**src/rtl/uart_pkg.sv**
```systemverilog
// Shared definitions for the UART receive and transmit paths.
package uart_pkg;

  // Receiver FSM states (3-bit encoding).
  typedef enum logic [2:0] {
    IDLE  = 3'd0,
    START = 3'd1,
    DATA  = 3'd2,
    STOP  = 3'd3,
    BREAK = 3'd4
  } rx_state_t;

  // Oversample ticks per bit, and the tick index that lands mid start bit.
  localparam int OVERSAMPLE = 16;
  localparam int MID_TICK   = 7;

  // Default frame and baud settings.
  localparam int DBIT_DEFAULT    = 8;
  localparam int SB_TICK_DEFAULT = 16;
  localparam int DVSR_DEFAULT    = 326;

endpackage

```
**src/rtl/baud_tick_gen.sv**
```systemverilog
// Free-running baud divider: one-clock tick every DVSR clocks.
// The tick is registered; it is high while the count sits at DVSR-1.
module baud_tick_gen
  import uart_pkg::*;
#(
  parameter int DVSR   = DVSR_DEFAULT,
  parameter int DVSR_W = 9
) (
  input  logic i_clock,
  input  logic i_reset,
  output logic o_tick
);

  localparam logic [DVSR_W-1:0] LAST = DVSR_W'(DVSR - 1);

  logic [DVSR_W-1:0] count_r;
  logic              tick_r;

  // Count 0..DVSR-1 and wrap; tick_r is precomputed so it equals (count_r == LAST).
  always_ff @(posedge i_clock) begin
    if (!i_reset) begin
      count_r <= '0;
      tick_r  <= (LAST == '0);
    end else if (count_r == LAST) begin
      count_r <= '0;
      tick_r  <= (LAST == '0);
    end else begin
      count_r <= count_r + DVSR_W'(1);
      tick_r  <= ((count_r + DVSR_W'(1)) == LAST);
    end
  end

  assign o_tick = tick_r;

endmodule

```
**src/rtl/uart_rx_deserializer.sv**
```systemverilog
// UART receive front end: 16x oversampled 8N1 deserializer with framing
// error flag and break absorption. One-cycle o_rx_done per received byte.
module uart_rx_deserializer
  import uart_pkg::*;
#(
  parameter int DBIT    = DBIT_DEFAULT,
  parameter int SB_TICK = SB_TICK_DEFAULT,
  parameter int DVSR    = DVSR_DEFAULT,
  parameter int DVSR_W  = 9
) (
  input  logic            i_clock,
  input  logic            i_reset,
  input  logic            i_rx,
  output logic [DBIT-1:0] o_data,
  output logic            o_rx_done,
  output logic            o_frame_err,
  output logic            o_busy
);

  localparam int             N_W    = (DBIT > 1) ? $clog2(DBIT) : 1;
  localparam logic [N_W-1:0] N_LAST = N_W'(DBIT - 1);
  localparam logic [3:0]     MID_S  = 4'(MID_TICK);
  localparam logic [3:0]     BIT_S  = 4'(OVERSAMPLE - 1);
  localparam logic [3:0]     STOP_S = 4'(SB_TICK - 1);

  logic            rx_sync1_r;
  logic            rx_sync2_r;
  logic            rx_s;
  logic            tick_s;
  rx_state_t       state_r;
  logic [3:0]      s_r;
  logic [N_W-1:0]  n_r;
  logic [DBIT-1:0] b_r;
  logic [DBIT-1:0] data_r;
  logic            done_r;
  logic            ferr_r;
  logic            busy_r;

  baud_tick_gen #(
    .DVSR   (DVSR),
    .DVSR_W (DVSR_W)
  ) u_baud (
    .i_clock (i_clock),
    .i_reset (i_reset),
    .o_tick  (tick_s)
  );

  // Two-flop synchronizer for the asynchronous line; idles high.
  always_ff @(posedge i_clock) begin
    if (!i_reset) begin
      rx_sync1_r <= 1'b1;
      rx_sync2_r <= 1'b1;
    end else begin
      rx_sync1_r <= i_rx;
      rx_sync2_r <= rx_sync1_r;
    end
  end

  assign rx_s = rx_sync2_r;

  // Frame FSM: start qualification, mid-bit data sampling, stop check, break hold.
  always_ff @(posedge i_clock) begin
    if (!i_reset) begin
      state_r <= IDLE;
      s_r     <= 4'd0;
      n_r     <= '0;
      b_r     <= '0;
      data_r  <= '0;
      done_r  <= 1'b0;
      ferr_r  <= 1'b0;
      busy_r  <= 1'b0;
    end else begin
      done_r <= 1'b0;
      ferr_r <= 1'b0;
      case (state_r)
        IDLE: begin
          if (!rx_s) begin
            state_r <= START;
            s_r     <= 4'd0;
            busy_r  <= 1'b1;
          end
        end
        START: begin
          if (tick_s) begin
            if (s_r == MID_S) begin
              if (!rx_s) begin
                state_r <= DATA;
                s_r     <= 4'd0;
                n_r     <= '0;
              end else begin
                // Line went back high before mid start bit: glitch.
                state_r <= IDLE;
                busy_r  <= 1'b0;
              end
            end else begin
              s_r <= s_r + 4'd1;
            end
          end
        end
        DATA: begin
          if (tick_s) begin
            if (s_r == BIT_S) begin
              s_r <= 4'd0;
              b_r <= {rx_s, b_r[DBIT-1:1]};
              if (n_r == N_LAST) begin
                state_r <= STOP;
              end else begin
                n_r <= n_r + N_W'(1);
              end
            end else begin
              s_r <= s_r + 4'd1;
            end
          end
        end
        STOP: begin
          if (tick_s) begin
            if (s_r == STOP_S) begin
              data_r <= b_r;
              done_r <= 1'b1;
              ferr_r <= ~rx_s;
              if (rx_s) begin
                state_r <= IDLE;
                busy_r  <= 1'b0;
              end else begin
                // Stop bit low: wait out the held-low line before listening again.
                state_r <= BREAK;
              end
            end else begin
              s_r <= s_r + 4'd1;
            end
          end
        end
        BREAK: begin
          if (rx_s) begin
            state_r <= IDLE;
            busy_r  <= 1'b0;
          end
        end
        default: begin
          state_r <= IDLE;
          busy_r  <= 1'b0;
        end
      endcase
    end
  end

  assign o_data      = data_r;
  assign o_rx_done   = done_r;
  assign o_frame_err = ferr_r;
  assign o_busy      = busy_r;

endmodule

```
**config.mk**
```make
export PLATFORM = sky130hd
export DESIGN_NAME = uart_rx_deserializer
export DESIGN_NICKNAME = d
export VERILOG_FILES = /design/src/rtl/uart_pkg.sv /design/src/rtl/baud_tick_gen.sv /design/src/rtl/uart_rx_deserializer.sv
export SDC_FILE = /design/constraint.sdc
export NUM_CORES = 1
export LEC_CHECK = 0
export CELL_PAD_IN_SITES_DETAIL_PLACEMENT = 0
export CELL_PAD_IN_SITES_GLOBAL_PLACEMENT = 1
export CORE_ASPECT_RATIO = 0.7
export CORE_MARGIN = 2
export CORE_UTILIZATION = 25
export CTS_BUF_LIST = sky130_fd_sc_hd__clkbuf_8 sky130_fd_sc_hd__clkbuf_16
export DETAILED_ROUTE_END_ITERATION = 8
export PLACE_DENSITY = 0.53
export SKIP_CTS_REPAIR_TIMING = 1
export SLEW_MARGIN = 10
export SYNTH_ARGS = -nofsm -noshare
export SYNTH_HDL_FRONTEND = slang
export SYNTH_SLANG_ARGS = --single-unit
```
**constraint.sdc**
```tcl
create_clock -name i_clock -period 1.9 [get_ports i_clock]
set_input_delay 0.57 -clock i_clock [delete_from_list [all_inputs] [get_ports i_clock]]
set_output_delay 0.57 -clock i_clock [all_outputs]
set_load 0.03 [all_outputs]
```
# Word-level counts from Yosys, hierarchy flattened
# Index checks and enable logic that the tools add are counted.
# op_classes
add_sub_neg	3
n_mul	0
div	0
order_cmp	0
eq_ne	21
shifts	0
n_mux	35
bitwise_logic	3
n_reduce_logical	12
# ops
cell	count
$mux W3	16
$mux W4	7
$eq A9 B9 Y1 const B	2
$ne A2 B2 Y1 const B	9
$pmux W4 S4	1
$pmux W3 S5	1
$add A9 B1 Y9 const B	1
$reduce_and A3 Y1	3
$reduce_and A9 Y1	1
$mux W1	7
$reduce_and A7 Y1	1
$eq A3 B2 Y1 const B	2
$eq A3 B3 Y1 const B	2
$ne A2 B1 Y1 const B	3
$pmux W3 S2	1
$reduce_and A6 Y1	1
$pmux W1 S5	1
$reduce_and A5 Y1	1
$add A4 B1 Y4 const B	1
$eq A4 B3 Y1 const B	1
$eq A4 B4 Y1 const B	1
$reduce_and A4 Y1	1
$reduce_bool A4 Y1	1
$add A3 B1 Y3 const B	1
6 further kinds	8
# totals
ff_bits	41
latchBits	0
mem_bits_rw	0
mem_bits_ro	0
input_bits	3
out_inout_bits	11
memories	0

# Logic depth before layout (Yosys ltp)
# logic_depth
ltp_word	5
ltp_mapped	6
depth_no_buf	6

# Modules after synthesis
# From an unflattened synthesis, not the netlist that was laid out.
# unflattened
cells_unflattened	207
area_unflattened_um2	1979.4
# modules_own_cells
module	n_inst	cells_per_inst	area_per_inst_um2
uart_rx_deserializer	1	156	1515.2
baud_tick_gen	1	51	464.2

# Least setup slack after synthesis
# OpenSTA, ideal clock, no wires.
# synth_timing
path_kind	register -> register
startpoint	register u_baud.count_r[0]
endpoint	register u_baud.tick_r (netlist: u_baud.o_tick)
setup_ns	0.061
t_arrival_ns	1.558
required_ns	1.839
path_slack_ns	0.282
path_stages_with_launch	6
period_less_slack_ns	1.618
path_cell_list	dfxtp_1 > ha_1 > nand3_2 > or4_4 > a21oi_2 > and4_1
# synth_via
elab_chain_cells	2
word_cells_on_any_way	4
classes_between	add/sub (1); eq/ne (2); reduce/logical (1)
# synth_lines
item	line_no	source
start, declared	baud_tick_gen.sv:16	logic [DVSR_W-1:0] count_r;
start signal, assigned	baud_tick_gen.sv:28	count_r <= count_r + DVSR_W'(1);
$add A9 B1 Y9 / $eq A9 B9 Y1 (equally long branches)	baud_tick_gen.sv:29, baud_tick_gen.sv:24	
$eq A9 B9 Y1 / $reduce_or A2 Y1 (equally long branches)	n/a	
end signal, assigned	baud_tick_gen.sv:23	tick_r <= (LAST == '0);
end signal, assigned	baud_tick_gen.sv:26	tick_r <= (LAST == '0);
end signal, assigned	baud_tick_gen.sv:29	tick_r <= ((count_r + DVSR_W'(1)) == LAST);
end, declared	baud_tick_gen.sv:17	logic tick_r;
# Several ways; a longest one is shown, not always the timed one.
# A chain may end at the register's enable or synchronous reset.

# Final worst setup path
# layout_timing
startpoint	register data_r[2] (netlist: o_data[2])
endpoint	output o_data[2]
# layout_lines
item	line_no	source
start, declared	uart_rx_deserializer.sv:34	logic [DBIT-1:0] data_r;
start signal, assigned	uart_rx_deserializer.sv:118	data_r <= b_r;
end, declared	uart_rx_deserializer.sv:14	output logic [DBIT-1:0] o_data,
# No word-level cell between the ends.

==> impl_results.md <==
* Status: finished, final reports clean
* Leakage Power at 0.995 nW
* Clock Tree Buf Depth at 2
* Area grow syn2layout at 23.5%
* Commonest non-fill, non-tap cell in the layout: dfxtp_1
* Rel. slew slack at 67.8%
* Fmax at 538 MHz
* Number of global-route vias before repair at 1,404
* Hold Vio Cnt, Final at 0
* Peak VDD IR at 0.284 mV
* End point of the critical path: o_data[2]
* Mapped Area at 1970 um^2
* Pwr Density at 835 nW/um^2
* Remaining global-route overflow at 0
* Worst Path Arrival at 1290 ps
* Hpwl dp at 2960 um
* Clk_lat worst skew at 290 ps
* DIE AREA at 8610 um^2
* Pre-antenna DRT Iters at 4
* Crit Reg-Reg Startpoint: u_baud.count_r[1]
* Register area share after synthesis at 41.7%
* Most frequent cells in the layout: dfxtp_1 (41), nor2_1 (28), mux2i_1 (22)
* CP peak stage delay at 660 ps
* Crit path cell chain: clkdlybuf4s50_1
* Wire length per cell at 12.5 um
* Period minus WS final at 1860 ps
* Vias at 1,519
* Synth top area share at 41.7%
* Avg Inst Size Synth at 9.24 um^2
* First-pass GRT wire length at 7070 um
* Period utilisation layout at 97.8%
* Worst path required time at 1330 ps
* CTS root buffer: clkbuf_8
* Synth cell types at 52
* Clk pin slew, worst setup/hold paths at 90 ps
* # nets final at 242
* Max_cap viols at 0
* Antenna viol nets, final at 0
* Worst R2R End: u_baud.o_tick
* Reg2Reg Depth at 5
* CP max-delay cell: clkdlybuf4s50_1
* Rows at 27
* Crit path launch type: flip-flop
* DR vias/cell at 4.53
* Post-synthesis cell count at 213
* Total CTS buffers at 5
* Type of element capturing the critical path: output pin
* Initial core utilization at 25.4%
* DRT iter0 DRCs at 39
* EDFF count, synth at 0
* Clk_skew at 6.05 ps
* Yosys warns at 0
* Die Ht at 78.2 um
* Gpl congestion at 0.800
* CP Buf/Inv Count at 1
* Crit path depth at 1
* Share of synthesized registers carrying an async set or reset at 0%
* Crit-path max FO at 2
* Design area at 2430 um^2
* Number of diodes at 0
* Drt drc at 0
* Pins over their slew limit at 0
* Crit path launch: o_data[2]
* Top FF cell, synth: dfxtp_1
* Delay-heaviest family, CP: buffers and inverters
* Die width at 110 um
* Endpoints failing setup at 0
* Synth Register Bits at 41
* Gr usage total at 10.7%
* Syn nets at 222
* # H-tree levels at 2
* Setup CP Type: flip-flop to output pin
* RSZ-0062 raised after global routing: false
* Yosys top cell by area: dfxtp_1
* Slew @ Worst Pin at 478 ps
* Final Routed Wirelength at 4170 um
* Initial antenna violation count at 0
* Setup TNS at 0 ps
* Clock tree sinks at 41
* Flop-to-flop setup slack at 150 ps
* Largest net degree at the start of global routing at 20
* Hold crit path type: flip-flop to flip-flop
* CTS tree: yes
* Ranking of synthesized cells by area: dfxtp_1 (42%), mux2i_1 (11%), nor2_1 (5.3%)
* Share of layout cells above drive strength 1 at 15.0%
* CORE AREA at 7740 um^2
* IO buf count at 13
* I/O Pins at 14
* Area post-placement at 2290 um^2
-- sequential cells by signal (all words and copies together), names as in the netlist --
name / count
s_r: 4
o_rx_done: 1
o_data: 8
o_busy: 1
rx_sync1_r: 1
b_r: 8
u_baud.o_tick: 1
u_baud.count_r: 9
state_r: 3
rx_s: 1
n_r: 3
o_frame_err: 1
-- power by group --
part           switching [mW]  internal, mW
sequential             0.0281         0.885
combinational           0.196         0.168
clock                   0.325         0.428
total                   0.549          1.48
-- stage by stage --
stage	hold WS [ps]	util, %	power (mW)	instances	setup slack, ps
finish	413	31.4	2.03	335	41.2
global route	432	31.4	2.13	335	4.93
CTS	416	31.1	2.06	335	-33.1
detailed placement	396	29.5	1.30	327	51.5
global placement	389	29.5	1.31	327	15.8
floorplan	386	-	1.18	213	282
-- synth_stat cells (3+ instances only) --
library cell	number
a21oi_1	8
buf_2	7
clkbuf_1	3
dfxtp_1	41
ha_1	6
inv_1	10
mux2i_1	22
nand2_1	12
nand2b_1	6
nand3_1	5
nand3b_1	3
nand4_1	3
nor2_1	28
nor2b_1	6
o21ai_0	6
xor2_1	4
-- final cells by class --
cell class | instances | area (um^2)
flip-flops and latches | 41 | 821
multi-input cells | 150 | 1060
well taps | 101 | 126
repair buffers | 25 | 265
clock inverters | 2 | 37.5
inverters | 10 | 37.5
fillers | 794 | 5310
clock buffers | 6 | 82.6
-- metal layers --
metal / vias up / wire length (um) / track usage, %
met5: - / 0 / 0
met4: 0 / 60 / 4.30
met3: 7 / 213 / 3.07
met2: 29 / 1600 / 13.9
met1: 699 / 2300 / 16.2
li1: 784 / - / -
-- worst min path at each step --
stage                     from  cells after the start  endpoint
finish              rx_sync1_r                      1      rx_s
global route        rx_sync1_r                      1      rx_s
detailed placement  rx_sync1_r                      1      rx_s
global placement    rx_sync1_r                      1      rx_s
CTS                 rx_sync1_r                      1      rx_s
floorplan           rx_sync1_r                      1      rx_s
-- cell families after synthesis --
kind of cell	synth area share, %
AOI/OAI and AO/OA	13.1
xor gates and xnor gates	1.78
adders and majority gates	3.81
buffers and inverters	4.64
DFF	41.7
muxes	11.8
and+or+nand+nor	23.2
(Power assumes the default switching activity.)
